<file path="src/rtl/goertzel_multibin_core.sv">
// Time-multiplexed Goertzel recursion over N_BINS bins; each DPRAM sample is
// fetched once and applied to every bin before the next address is issued.
module goertzel_multibin_core #(
    parameter int D_W    = 16,
    parameter int B_W    = 8,
    parameter int FRAC   = 14,
    parameter int N_BINS = 4,
    parameter int A_W    = 9
) (
    input  logic                  sys_clk,
    input  logic                  sys_rst_n,
    input  logic                  enable,
    input  logic                  start,
    input  logic [A_W-1:0]        block_len,
    input  logic                  coeff_wr,
    input  logic [3:0]            coeff_idx,
    input  logic signed [D_W-1:0] coeff_data,
    input  logic [B_W-1:0]        data_n,
    output logic [A_W-1:0]        read_address,
    output logic                  busy,
    output logic                  res_valid,
    output logic [3:0]            res_bin,
    output logic signed [D_W-1:0] res_T1,
    output logic signed [D_W-1:0] res_T2,
    output logic                  done
);

    localparam int BI_W = (N_BINS > 1) ? $clog2(N_BINS) : 1;
    localparam int P_W  = 2 * D_W;
    localparam logic [BI_W-1:0] LAST_BIN = BI_W'(N_BINS - 1);
    localparam logic [BI_W-1:0] ZERO_BIN = {BI_W{1'b0}};

    typedef enum logic [2:0] {
        S_IDLE  = 3'd0,
        S_FETCH = 3'd1,
        S_BIN   = 3'd2,
        S_POST  = 3'd3,
        S_DONE  = 3'd4
    } state_t;

    state_t                state_q, state_d;
    logic [BI_W-1:0]       bin_q, bin_d;
    logic [A_W-1:0]        addr_q, addr_d;
    logic [A_W-1:0]        len_q, len_d;
    logic signed [D_W-1:0] coeff_q [N_BINS];
    logic signed [D_W-1:0] coeff_d [N_BINS];
    logic signed [D_W-1:0] t1_q [N_BINS];
    logic signed [D_W-1:0] t1_d [N_BINS];
    logic signed [D_W-1:0] t2_q [N_BINS];
    logic signed [D_W-1:0] t2_d [N_BINS];
    logic                  busy_q, busy_d;
    logic                  res_valid_q, res_valid_d;
    logic [3:0]            res_bin_q, res_bin_d;
    logic signed [D_W-1:0] res_t1_q, res_t1_d;
    logic signed [D_W-1:0] res_t2_q, res_t2_d;
    logic                  done_q, done_d;

    logic signed [P_W-1:0] prod_s;
    logic signed [P_W-1:0] prod_sh_s;
    logic signed [D_W-1:0] s_s;
    logic [BI_W-1:0]       bin_nx_s;
    logic                  idx_ok_s;

    // Recursion datapath for the bin currently selected by bin_q
    always_comb begin
        prod_s    = P_W'(coeff_q[bin_q]) * P_W'(t1_q[bin_q]);
        prod_sh_s = prod_s >>> FRAC;
        s_s       = prod_sh_s[D_W-1:0] + D_W'(data_n) - t2_q[bin_q];
        bin_nx_s  = bin_q + BI_W'(1);
        idx_ok_s  = ({1'b0, coeff_idx} < 5'(N_BINS));
    end

    // Sequencer, coefficient/state file updates and result beat generation
    always_comb begin
        state_d     = state_q;
        bin_d       = bin_q;
        addr_d      = addr_q;
        len_d       = len_q;
        coeff_d     = coeff_q;
        t1_d        = t1_q;
        t2_d        = t2_q;
        res_valid_d = res_valid_q;
        res_bin_d   = res_bin_q;
        res_t1_d    = res_t1_q;
        res_t2_d    = res_t2_q;
        done_d      = done_q;
        if (enable) begin
            case (state_q)
                S_IDLE: begin
                    if (coeff_wr && idx_ok_s) begin
                        coeff_d[coeff_idx[BI_W-1:0]] = coeff_data;
                    end else begin
                        coeff_d = coeff_q;
                    end
                    if (start) begin
                        len_d   = block_len;
                        addr_d  = {A_W{1'b0}};
                        bin_d   = ZERO_BIN;
                        state_d = S_FETCH;
                        for (int i = 0; i < N_BINS; i++) begin
                            t1_d[i] = {D_W{1'b0}};
                            t2_d[i] = {D_W{1'b0}};
                        end
                    end else begin
                        state_d = S_IDLE;
                    end
                end
                S_FETCH: begin
                    bin_d   = ZERO_BIN;
                    state_d = S_BIN;
                end
                S_BIN: begin
                    t2_d[bin_q] = t1_q[bin_q];
                    t1_d[bin_q] = s_s;
                    if (bin_q == LAST_BIN) begin
                        if (addr_q == len_q) begin
                            // Beat 0 may be the bin being written this cycle
                            bin_d       = ZERO_BIN;
                            state_d     = S_POST;
                            res_valid_d = 1'b1;
                            res_bin_d   = 4'd0;
                            res_t1_d    = (bin_q == ZERO_BIN) ? s_s : t1_q[ZERO_BIN];
                            res_t2_d    = (bin_q == ZERO_BIN) ? t1_q[bin_q] : t2_q[ZERO_BIN];
                        end else begin
                            addr_d  = addr_q + A_W'(1);
                            state_d = S_FETCH;
                        end
                    end else begin
                        bin_d = bin_nx_s;
                    end
                end
                S_POST: begin
                    if (bin_q == LAST_BIN) begin
                        res_valid_d = 1'b0;
                        done_d      = 1'b1;
                        state_d     = S_DONE;
                    end else begin
                        bin_d     = bin_nx_s;
                        res_bin_d = 4'(bin_nx_s);
                        res_t1_d  = t1_q[bin_nx_s];
                        res_t2_d  = t2_q[bin_nx_s];
                    end
                end
                S_DONE: begin
                    done_d  = 1'b0;
                    state_d = S_IDLE;
                end
                default: begin
                    res_valid_d = 1'b0;
                    done_d      = 1'b0;
                    state_d     = S_IDLE;
                end
            endcase
        end else begin
            state_d = state_q;
        end
        busy_d = (state_d != S_IDLE);
    end

    // State register; everything clears on reset, including coefficients
    always_ff @(posedge sys_clk or negedge sys_rst_n) begin
        if (!sys_rst_n) begin
            state_q     <= S_IDLE;
            bin_q       <= ZERO_BIN;
            addr_q      <= {A_W{1'b0}};
            len_q       <= {A_W{1'b0}};
            busy_q      <= 1'b0;
            res_valid_q <= 1'b0;
            res_bin_q   <= 4'd0;
            res_t1_q    <= {D_W{1'b0}};
            res_t2_q    <= {D_W{1'b0}};
            done_q      <= 1'b0;
            for (int i = 0; i < N_BINS; i++) begin
                coeff_q[i] <= {D_W{1'b0}};
                t1_q[i]    <= {D_W{1'b0}};
                t2_q[i]    <= {D_W{1'b0}};
            end
        end else begin
            state_q     <= state_d;
            bin_q       <= bin_d;
            addr_q      <= addr_d;
            len_q       <= len_d;
            busy_q      <= busy_d;
            res_valid_q <= res_valid_d;
            res_bin_q   <= res_bin_d;
            res_t1_q    <= res_t1_d;
            res_t2_q    <= res_t2_d;
            done_q      <= done_d;
            coeff_q     <= coeff_d;
            t1_q        <= t1_d;
            t2_q        <= t2_d;
        end
    end

    assign read_address = addr_q;
    assign busy         = busy_q;
    assign res_valid    = res_valid_q;
    assign res_bin      = res_bin_q;
    assign res_T1       = res_t1_q;
    assign res_T2       = res_t2_q;
    assign done         = done_q;

endmodule
</file>
<file path="config.mk">
export PLATFORM = sky130hd
export DESIGN_NAME = goertzel_multibin_core
export DESIGN_NICKNAME = d
export VERILOG_FILES = /design/src/rtl/goertzel_multibin_core.sv
export SDC_FILE = /design/constraint.sdc
export NUM_CORES = 1
export LEC_CHECK = 0
export ABC_AREA = 1
export BUFFER_PORTS_ARGS = -buffer_cell sky130_fd_sc_hd__buf_4
export CAP_MARGIN = 20
export CORE_MARGIN = 2
export CORE_UTILIZATION = 55
export CTS_CLUSTER_DIAMETER = 50
export CTS_CLUSTER_SIZE = 20
export DETAILED_ROUTE_END_ITERATION = 10
export GPL_TIMING_DRIVEN = 0
export PLACE_DENSITY = 0.77
export SLEW_MARGIN = 25
export SYNTH_ARGS = -nofsm -noshare
export SYNTH_HDL_FRONTEND = slang
export SYNTH_SLANG_ARGS = --single-unit
</file>
<file path="constraint.sdc">
create_clock -name sys_clk -period 11.1 [get_ports sys_clk]
set_input_delay 2.22 -clock sys_clk [delete_from_list [all_inputs] [get_ports sys_clk]]
set_output_delay 2.22 -clock sys_clk [all_outputs]
set_load 0.03 [all_outputs]
</file>
==> implementation parameters <==
Parameter                              Value

CTS
  H-tree depth    1
  CTS hold repair buffers    0
  CTS tree    done
  TritonCTS buffer count    28
  Worst-Skew Late Latency    around 600 ps
  Clock-pin slew on the worst setup and hold paths    ~60 ps
  CTS sink count    about 250
  CTS Root Cell    clkbuf_16
  Maximum root-to-sink buffer count    3

Placed design
  Placed Instance Area    24240 sq um
  DP HPWL    58240 um
  PortBufs    between 80 and 90
  GPL Wtd Cong    roughly 1.0
  Post-placement cell count    3479

Synthesis
  Synth cell types    54
  Number of synthesized flops with an enable pin    0
  Async S/R FF share, synth    100.0%
  Synth warnings    0
  Cells after synthesis    between 2000 and 3000
  Sequential area share after synthesis    27.60%
  Flip-flop cell with the highest count after synthesis    dfrtp_1
  Number of register bits inferred by synthesis    about 250
  Mean instance size in the synthesized netlist    approximately 8 sq um
  Mapped Area    22850 sq um

GRT
  Number of global-route vias before repair    between 20000 and 25000
  Residual overflow from global routing    0
  Maximum number of pins on one net before global-route repair    92
  Most congested layer reported by global routing    met2
  Wire length of the first global-routing pass    118800 um
  Overall track demand over capacity in global routing    between 30% and 40%
  Met1 Track Usage GR    about 48%
  Initial antenna violation count    5
  Met3 Track Usage GR    ~9.0%
  Global-route met2 utilization    a little over half

Cells and area
  Highest-count cells in the layout ignoring fill and taps    inv_1, nand2_1, o21ai_0, fa_1, dfrtp_1
  Non-filler instance count after layout    3532
  Area Overhead vs Synth    10.95%
  Cell area after layout    25350 sq um
  Most common cell after layout, fill and taps aside    inv_1
  NumNets Final    approximately 3400
  Share of cells above drive strength 1    about 8.3%

STA
  Worst clock skew on the final layout    roughly 36 ps
  Shortest period the worst path allows    10660 ps
  Hold WS    ~480 ps
  Max-slew headroom at the worst pin    a little under a third
  Number of hold-slack violations in the final timing report    0
  Final max-slew violation count    0
  Unrepaired setup endpoints after global routing    false
  Transition at the pin with the smallest max-transition slack    1040 ps
  Portion of the clock cycle consumed by the worst path in the final layout    approximately 96%
  Highest clock frequency the design can meet    around 94 MHz
  Number of failing setup endpoints in the final timing report    0

Routing
  Overall routed net length    roughly 76000 um
  Via count of the routed design    21220
  Detailed router's first-iteration violation count    between 2000 and 2500
  Number of remaining DRC errors    0
  Average wire per standard cell    roughly 22 um
  Final ANT Viol Nets    0
  Via-per-instance ratio    6.007
  First-pass DRT Iterations    8

Status
  Status    finished, final reports clean

Worst setup path
  Critical Setup Path Class    flop to flop
  Cell mode on critical path    nand2_1
  Crit end category    flop
  Arrival time of the worst setup path    roughly 11000 ps
  CP max stage cell    fa_1
  Biggest cell delay along the critical path    between 500 and 600 ps
  Maximum fanout along the worst path    10
  Count of buffering cells on the critical path with inverters included    12
  Delay-heaviest family, CP    adder cells
  Startpoint types    flop
  Worst path required time    11570 ps

Job
  # Max-Cap Violations    0

Worst hold path
  Worst min-delay path class    flop to flop

Floorplan
  IO Count    90
  Initial Utilization    a little under three fifths
  Die span in y    207.8 um
  Num rows    74
  Total core area    about 40000 sq um
  Horiz. Die Dim    207.8 um
  Floorplan die area    43180 sq um
-- through the flow --
step / setup slack (ps) / utilization, % / TNS (ps)
after global routing: 3.945 / 61.93 / 0
after detailed placement: 40.95 / 59.24 / 0
after CTS: 5.114 / 61.61 / 0
final: 444.9 / 61.94 / 0
after floorplan: 2781 / - / 0
after global placement: -126.4 / 59.04 / -200.8
-- synth_stat cells (5+ instances only) --
cell | instances | area, sq um
nor3_1 | 9 | 45.04
or2_2 | 7 | 43.79
o21ai_1 | 6 | 30.03
inv_1 | 530 | 1989
xnor2_1 | 11 | 96.34
a21oi_1 | 197 | 986.0
a32oi_2 | 8 | 130.1
o21a_1 | 5 | 37.54
inv_2 | 8 | 30.03
nand2_2 | 11 | 68.82
buf_1 | 7 | 26.28
clkbuf_1 | 90 | 337.8
nor2_1 | 188 | 705.7
o21ai_0 | 338 | 1692
buf_2 | 28 | 140.1
o22ai_1 | 91 | 569.3
fa_1 | 255 | 5105
clkinv_1 | 9 | 33.78
dfrtp_1 | 252 | 6306
nor2_2 | 5 | 31.28
ha_1 | 104 | 1301
a21o_1 | 6 | 45.04
nand2_1 | 523 | 1963
nand3_1 | 92 | 460.4
xor2_1 | 20 | 175.2
-- final cells by class --
class | instances | area [sq um]
clock inverters | 22 | 262.8
well taps | 532 | 665.6
clock buffers | 30 | 708.2
flip-flops and latches | 252 | 6306
multi-input cells | 1925 | 14000
plain buffers | 131 | 589.3
inverters | 548 | 2062
diodes | 1 | 2.502
fillers | 3576 | 15580
repair buffers | 91 | 747.0
-- flip-flops by register name, summed over array words and instances, names as in the netlist --
| register | cells |
|---|---|
| coeff_q | 64 |
| res_bin | 2 |
| len_q | 9 |
| done | 1 |
| res_valid | 1 |
| t1_q | 64 |
| res_T2 | 16 |
| busy | 1 |
| state_q | 3 |
| res_T1 | 16 |
| t2_q | 64 |
| bin_q | 2 |
| read_address | 9 |
-- metal layers --
layer / vias to the layer above / part of all wire, %
met1: 10300 / 39
met5: - / 0.055
met2: 1345 / 43
met3: 316 / 12
met4: 6 / 6.0
li1: 9251 / -
-- logic make-up (layout without fill, tap and decap cells) --
family / after synthesis / count (layout) / share of synthesized area, %
buffers and inverters: 681 / 822 / 11.54
XOR/XNOR: 31 / 31 / 1.188
AO/OA/AOI/OAI: 676 / 676 / 16.16
flip-flops: 252 / 252 / 27.60
AND/OR/NAND/NOR: 857 / 857 / 15.44
adder cells (fa/ha/maj): 359 / 359 / 28.04
other: 1 / 3 / 0.01641
-- worst min-delay path: cells and delay by family, from the launching register on --
family / cells / cell delay [ps]
DFF: 1 / 340
and+or+nand+nor: 2 / 110
-- timing repair --
action,4_1_cts,5_1_grt
endpoints found under the setup margin,0,39
hold endpoints to repair,0,0
resized for setup,0,34
buffers inserted,0,2
-- worst paths after layout --
kind | from | to | slack, ps | cells after the start
setup / recovery | bin_q[1] | res_T1[15] | 440 | 45
hold / removal | res_T1[1] | res_T1[1] | 480 | 2
setup reg to reg | bin_q[1] | res_T1[15] | 440 | 45
hold reg to reg | res_T1[1] | res_T1[1] | 480 | 2
max in group asynchronous | sys_rst_n | t2_q[34] | 8230 | 3
min in group asynchronous | sys_rst_n | len_q[0] | 1590 | 1
Power is not shown: default switching activity piles up to over one toggle a cycle in this logic, so the estimate is an artifact.
